[config.mk]
export PLATFORM = sky130hd
export DESIGN_NAME = axi4_ax_fifo_slice
export DESIGN_NICKNAME = d
export VERILOG_FILES = /design/src/rtl/axi_reg_slice_defs.sv /design/src/rtl/axi_channel_fifo.sv /design/src/rtl/axi4_ax_fifo_slice.sv
export SDC_FILE = /design/constraint.sdc
export NUM_CORES = 1
export LEC_CHECK = 0
export ABC_AREA = 1
export ABC_CLOCK_PERIOD_IN_PS = 4650
export CAP_MARGIN = 40
export CORE_MARGIN = 4
export CORE_UTILIZATION = 63
export CTS_CLUSTER_SIZE = 30
export DETAILED_ROUTE_END_ITERATION = 10
export DONT_BUFFER_PORTS = 1
export PLACE_DENSITY = 0.79
export SETUP_SLACK_MARGIN = 0.1
export SLEW_MARGIN = 40
export SYNTH_ARGS = -nofsm -noshare
export SYNTH_HDL_FRONTEND = slang
export SYNTH_SLANG_ARGS = --single-unit
[constraint.sdc]
create_clock -name aclk -period 4.65 [get_ports aclk]
set_input_delay 0.93 -clock aclk [delete_from_list [all_inputs] [get_ports aclk]]
set_output_delay 0.93 -clock aclk [all_outputs]
set_load 0.005 [all_outputs]
[src/rtl/axi_reg_slice_defs.sv]
// rtl/axi_reg_slice_defs.sv - shared definitions for the AXI register/FIFO slices
//
// Purpose: AX payload width helper, AX field offsets used for packing and
// unpacking, and the handshake-mode constants shared by the slice family.
// Ports: none (package).
package axi_reg_slice_defs;

  // Handshake modes of the register-slice family.
  typedef enum logic [1:0] {
    HS_BYPASS = 2'd0,
    HS_FWD    = 2'd1,
    HS_REV    = 2'd2,
    HS_FULL   = 2'd3
  } hs_mode_e;

  // Fixed-width AX fields: len 8, size 3, burst 2, lock 1, cache 4,
  // prot 3, region 4, qos 4.
  localparam int AX_FIXED_BITS = 29;

  // Field offsets measured from the top of the user field (user sits at
  // bit 0). The id offset is additionally shifted by ADDR_WIDTH.
  localparam int AX_QOS_OFS    = 0;
  localparam int AX_REGION_OFS = 4;
  localparam int AX_PROT_OFS   = 8;
  localparam int AX_CACHE_OFS  = 11;
  localparam int AX_LOCK_OFS   = 15;
  localparam int AX_BURST_OFS  = 16;
  localparam int AX_SIZE_OFS   = 18;
  localparam int AX_LEN_OFS    = 21;
  localparam int AX_ADDR_OFS   = 29;
  localparam int AX_ID_OFS     = 29;

  function automatic int ax_payld_width(input int id_w, input int addr_w, input int user_w);
    return AX_FIXED_BITS + id_w + addr_w + user_w;
  endfunction

endpackage

[src/rtl/axi_channel_fifo.sv]
// rtl/axi_channel_fifo.sv - generic valid/ready channel FIFO with hold gating
//
// Purpose: DEPTH-entry FIFO for any AXI channel payload. Registered slave
// ready, occupancy counter, almost-full flag and a hold input that only
// blocks entries not yet presented on the master side.
// Ports:
//   clk_i, rst_i          clock, asynchronous active-high reset
//   s_valid_i/s_ready_o   slave-side handshake, s_ready_o is a flop
//   s_data_i              slave-side payload
//   m_valid_o/m_ready_i   master-side handshake
//   m_data_o              master-side payload (head entry)
//   hold_i                blocks launch of a new head entry
//   level_o               occupancy, afull_o = level_o >= AFULL_THRESH
module axi_channel_fifo #(
  parameter int PAYLD_WIDTH  = 8,
  parameter int DEPTH        = 4,
  parameter int AFULL_THRESH = 3
) (
  input  logic                         clk_i,
  input  logic                         rst_i,
  input  logic                         s_valid_i,
  output logic                         s_ready_o,
  input  logic [PAYLD_WIDTH-1:0]       s_data_i,
  output logic                         m_valid_o,
  input  logic                         m_ready_i,
  output logic [PAYLD_WIDTH-1:0]       m_data_o,
  input  logic                         hold_i,
  output logic [$clog2(DEPTH+1)-1:0]   level_o,
  output logic                         afull_o
);

  localparam int LVL_W = $clog2(DEPTH + 1);
  localparam int PTR_W = (DEPTH > 1) ? $clog2(DEPTH) : 1;

  logic [PAYLD_WIDTH-1:0] mem_q [DEPTH];
  logic [PTR_W-1:0]       wptr_q, wptr_d;
  logic [PTR_W-1:0]       rptr_q, rptr_d;
  logic [LVL_W-1:0]       level_q, level_d;
  logic                   ready_q, ready_d;
  logic                   launched_q, launched_d;
  logic                   push, pop, m_valid;

  // Explicit wrap so non-power-of-2 depths work.
  function automatic logic [PTR_W-1:0] ptr_inc(input logic [PTR_W-1:0] p);
    return (p == PTR_W'(DEPTH - 1)) ? '0 : p + PTR_W'(1);
  endfunction

  // Once shown, the head stays shown until taken, whatever hold does.
  assign m_valid = (level_q != '0) && (launched_q || !hold_i);
  assign push    = s_valid_i && ready_q;
  assign pop     = m_valid && m_ready_i;

  always_comb begin
    wptr_d     = wptr_q;
    rptr_d     = rptr_q;
    launched_d = launched_q;
    level_d    = level_q + LVL_W'(push) - LVL_W'(pop);
    if (push) wptr_d = ptr_inc(wptr_q);
    if (pop)  rptr_d = ptr_inc(rptr_q);
    if (pop)
      launched_d = 1'b0;
    else if (m_valid && !m_ready_i)
      launched_d = 1'b1;
    // Ready looks at the next level so it never depends on m_ready_i
    // combinationally, only through the level register.
    ready_d = (level_d < LVL_W'(DEPTH));
  end

  always_ff @(posedge clk_i or posedge rst_i) begin
    if (rst_i) begin
      wptr_q     <= '0;
      rptr_q     <= '0;
      level_q    <= '0;
      ready_q    <= 1'b0;
      launched_q <= 1'b0;
    end else begin
      wptr_q     <= wptr_d;
      rptr_q     <= rptr_d;
      level_q    <= level_d;
      ready_q    <= ready_d;
      launched_q <= launched_d;
    end
  end

  // Storage needs no reset: contents are only visible while level_q != 0.
  always_ff @(posedge clk_i) begin
    if (push) mem_q[wptr_q] <= s_data_i;
  end

  assign s_ready_o = ready_q;
  assign m_valid_o = m_valid;
  assign m_data_o  = mem_q[rptr_q];
  assign level_o   = level_q;
  assign afull_o   = (level_q >= LVL_W'(AFULL_THRESH));

endmodule

[src/rtl/axi4_ax_fifo_slice.sv]
// rtl/axi4_ax_fifo_slice.sv - AXI4 AW/AR channel FIFO slice
//
// Purpose: packs the AXI4 address-channel fields into one payload, buffers
// it in axi_channel_fifo and unpacks it on the master side, bit-exact.
// Ports:
//   aclk, areset            clock, asynchronous active-high reset
//   axvalids/axreadys, ax*s slave-side handshake and AX fields
//   axvalidm/axreadym, ax*m master-side handshake and AX fields
//   hold                    blocks launch of new requests
//   level, axafull          occupancy and almost-full flag
module axi4_ax_fifo_slice
  import axi_reg_slice_defs::*;
#(
  parameter int ADDR_WIDTH   = 32,
  parameter int ID_WIDTH     = 4,
  parameter int USER_WIDTH   = 1,
  parameter int DEPTH        = 4,
  parameter int AFULL_THRESH = 3
) (
  input  logic                       aclk,
  input  logic                       areset,
  input  logic                       axvalids,
  output logic                       axreadys,
  input  logic [ID_WIDTH-1:0]        axids,
  input  logic [ADDR_WIDTH-1:0]      axaddrs,
  input  logic [7:0]                 axlens,
  input  logic [2:0]                 axsizes,
  input  logic [1:0]                 axbursts,
  input  logic                       axlocks,
  input  logic [3:0]                 axcaches,
  input  logic [2:0]                 axprots,
  input  logic [3:0]                 axregions,
  input  logic [3:0]                 axqoss,
  input  logic [USER_WIDTH-1:0]      axusers,
  output logic                       axvalidm,
  input  logic                       axreadym,
  output logic [ID_WIDTH-1:0]        axidm,
  output logic [ADDR_WIDTH-1:0]      axaddrm,
  output logic [7:0]                 axlenm,
  output logic [2:0]                 axsizem,
  output logic [1:0]                 axburstm,
  output logic                       axlockm,
  output logic [3:0]                 axcachem,
  output logic [2:0]                 axprotm,
  output logic [3:0]                 axregionm,
  output logic [3:0]                 axqosm,
  output logic [USER_WIDTH-1:0]      axuserm,
  input  logic                       hold,
  output logic [$clog2(DEPTH+1)-1:0] level,
  output logic                       axafull
);

  localparam int PW = ax_payld_width(ID_WIDTH, ADDR_WIDTH, USER_WIDTH);
  localparam int UB = USER_WIDTH;

  logic [PW-1:0] payld_s;
  logic [PW-1:0] payld_m;

  assign payld_s = {axids, axaddrs, axlens, axsizes, axbursts, axlocks,
                    axcaches, axprots, axregions, axqoss, axusers};

  axi_channel_fifo #(
    .PAYLD_WIDTH (PW),
    .DEPTH       (DEPTH),
    .AFULL_THRESH(AFULL_THRESH)
  ) u_fifo (
    .clk_i    (aclk),
    .rst_i    (areset),
    .s_valid_i(axvalids),
    .s_ready_o(axreadys),
    .s_data_i (payld_s),
    .m_valid_o(axvalidm),
    .m_ready_i(axreadym),
    .m_data_o (payld_m),
    .hold_i   (hold),
    .level_o  (level),
    .afull_o  (axafull)
  );

  assign axuserm   = payld_m[0 +: USER_WIDTH];
  assign axqosm    = payld_m[UB + AX_QOS_OFS    +: 4];
  assign axregionm = payld_m[UB + AX_REGION_OFS +: 4];
  assign axprotm   = payld_m[UB + AX_PROT_OFS   +: 3];
  assign axcachem  = payld_m[UB + AX_CACHE_OFS  +: 4];
  assign axlockm   = payld_m[UB + AX_LOCK_OFS];
  assign axburstm  = payld_m[UB + AX_BURST_OFS  +: 2];
  assign axsizem   = payld_m[UB + AX_SIZE_OFS   +: 3];
  assign axlenm    = payld_m[UB + AX_LEN_OFS    +: 8];
  assign axaddrm   = payld_m[UB + AX_ADDR_OFS   +: ADDR_WIDTH];
  assign axidm     = payld_m[UB + AX_ID_OFS + ADDR_WIDTH +: ID_WIDTH];

endmodule

==> flow_summary.yaml <==
worst_setup_path:
  rr_worst_depth: 11
  endpoint_kind: "output port"
  cp.arrival_ns: 2.40
  worstPathRequired_ns: 3.72
  worstSetupStartpointType: "flip-flop"
  worstPathMaxFanout: 143
  r2r_slack_ns: 2.49
  cp_top_family: "flip-flops"
  cp_num_buf_inv: 1
  crit_type: "flip-flop to output port"
  rr_endpoint: "u_fifo.level_o[2]"
  path_depth: 4
  cpPeakStageDelay_ns: 0.90
  r2r_start: "u_fifo.level_o[1]"
  slowest_stage: "dfrtp_4"
  path_cells: "buf_12 > a21oi_1 > o21ai_0 > nand2_1"
finish:
  final_cell_mix: "264 x edfxtp_1, 149 x inv_1, 142 x nand2_1"
  areaGrowthSynthToFinish_pct: 9.657
  layout_commonest_cell: "edfxtp_1"
  drive_gt1_share_pct: 6.501
  fin_nets: 905
  fillers: 1049
  diodes: 0
route:
  drc: 0
  first_pass_iters: 4
  finalWirelength_um: 18900
  viasPerCell: 5.524
  wl_per_cell_um: 17.73
  drtIter0Drc: 372
  vias: 5889
  antenna_left: 0
global_route:
  grt_overflow: 0
  antenna_found_initial: 0
  first_global_vias: 5750
  grtUsageTotal_pct: 19.01
  grt_pass1_wl_um: 29240
  grt_max_degree: 144
clock_network:
  cts.clk_slew.worst_paths_ns: 0.06
  cts_tree: "built"
  h-tree-depth: 1
  cts_buffers: 27
  clock-root-buffer: "clkbuf_16"
  cts_hold_buf: 0
  clock_latency_ns: 0.52
  clock_sinks: 273
  cts-resized-gates: 0
  clockBufferDepth: 3
  cts_setup_buffers: 0
floorplan:
  rows: 47
  initial_core_util_pct: 64.78
  dieArea_um2: 19330
  die_w_um: 139.0
  io_pins: 143
  die_y_um: 139.0
  coreArea_um2: 16700
power_and_ir_drop:
  leakage_nw: 4.473
  power_density_nw_per_um2: 592.7
  peakVddDrop_mv: 0.4424
  power_mw: 7.032
sta:
  max_freq_mhz: 300.4
  period_minus_slack_ns: 3.329
  fin_crit_sh_pct: 71.60
  finalSetupViolations: 0
  fin_tns_setup_ns: 0
  max_slew.worst_pin.slew_ns: 0.7314
  slew_headroom_pct: 51.24
  rsz0062_at_grt: "false"
  finalHoldViolations: 0
  skew_ns: 0.009822
  setup_ws_ns: 1.321
  slew_viol_final: 0
synthesis:
  syn-num-nets: 911
  syn_inst: 831
  yosysWarnings: 0
  ys_ff_latch: 273
  synthTopCellsByArea: "edfxtp_1 73%, inv_1 5.2%, nand2_1 4.9%, o211ai_1 4.6%, o21ai_0 3.2%"
  synthDistinctLibCells: 19
  ys_seq_area_share_pct: 75.36
  syn-cell-area_um2: 10820
  synth_top_cell_by_area: "edfxtp_1"
  synth_top_area_share_pct: 73.27
  synth.avg_cell_area_um2: 13.02
placed_design:
  hpwl_um: 10960
  io_buffer_count: 0
  dp_slack_ns: 1.868
  gp_congestion: 0.7468
outcome:
  status: "finished, final reports clean"
flow_run:
  maxCapViolations: 0
hold_path:
  hp-class: "primary input to async pin"
power breakdown:
part | switching (mW) | internal, mW | total [mW] | leakage, nW
Clock | 0.864 | 1.18 | 2.04 | 0.408
Sequential | 0.236 | 3.09 | 3.32 | 2.50
Combinational | 1.17 | 0.497 | 1.67 | 1.56
Total | 2.27 | 4.76 | 7.03 | 4.47
stage by stage:
stage	hold slack [ns]	cells	area, um^2	utilization [%]
floorplan	0.4530	831	10820	-
finish	0.2497	1066	11860	71.04
global placement	0.4681	1015	10990	65.78
detailed placement	0.4847	1016	11020	65.99
CTS	0.2367	1066	11860	71.04
global route	0.2503	1066	11860	71.04
cell usage after synthesis, drive strengths merged:
library cell / count
ha: 8
o21ai: 69
clkbuf: 10
xor2: 1
nand3: 2
edfxtp: 264
nor3: 1
a21oi: 67
o211ai: 66
nand4: 2
inv: 149
nor2: 6
dfrtp: 9
fa: 1
buf: 34
nand2: 142
area by class of cell:
cell class	instances	area (um^2)	area share (%)
clock buffer	32	694.4	5.853
clock inverter	18	148.9	1.255
inverter	149	559.3	4.714
multi-input combinational	365	1918	16.17
sequential	273	8160	68.78
tap	220	275.3	2.320
timing repair buffer	9	107.6	0.9070
worst max-delay path by stage:
| stage | startpoint | end | slack (ns) |
|---|---|---|---|
| after floorplan | axvalids | u_fifo.mem_q[0][0] | 0.36 |
| after global placement | u_fifo.rptr_q[0] | axaddrm[27] | 1.95 |
| after detailed placement | u_fifo.rptr_q[0] | axaddrm[0] | 1.87 |
| after CTS | u_fifo.rptr_q[0] | axaddrm[9] | 1.30 |
| after global routing | u_fifo.rptr_q[0] | axaddrm[9] | 1.12 |
| final | u_fifo.rptr_q[0] | axaddrm[21] | 1.32 |
layer usage:
metal  track usage (%)  wire length (um)  up-vias
li1                  -                 -     2863
met5                 0                 0        -
met1             21.22              6919     2809
met3             6.966              1724       41
met4             6.179               500        0
met2             33.90              9756      176
registers in the layout, indices dropped and copies added, names as in the netlist:
signal             flops
u_fifo.launched_q      1
u_fifo.level_o         3
u_fifo.mem_q         264
u_fifo.rptr_q          2
u_fifo.s_ready_o       1
u_fifo.wptr_q          2
kinds of logic (layout without fill, tap and decap cells):
kind of cell / after synthesis / count (layout) / synth area share (%)
AO/OA/AOI/OAI: 202 / 202 / 10.87
buffers and inverters: 193 / 208 / 7.193
XOR/XNOR: 1 / 1 / 0.08097
adder cells (fa/ha/maj): 9 / 9 / 1.110
flip-flops: 273 / 273 / 75.36
AND/OR/NAND/NOR: 153 / 153 / 5.389
No activity file was read; power rests on OpenSTA's default activity.
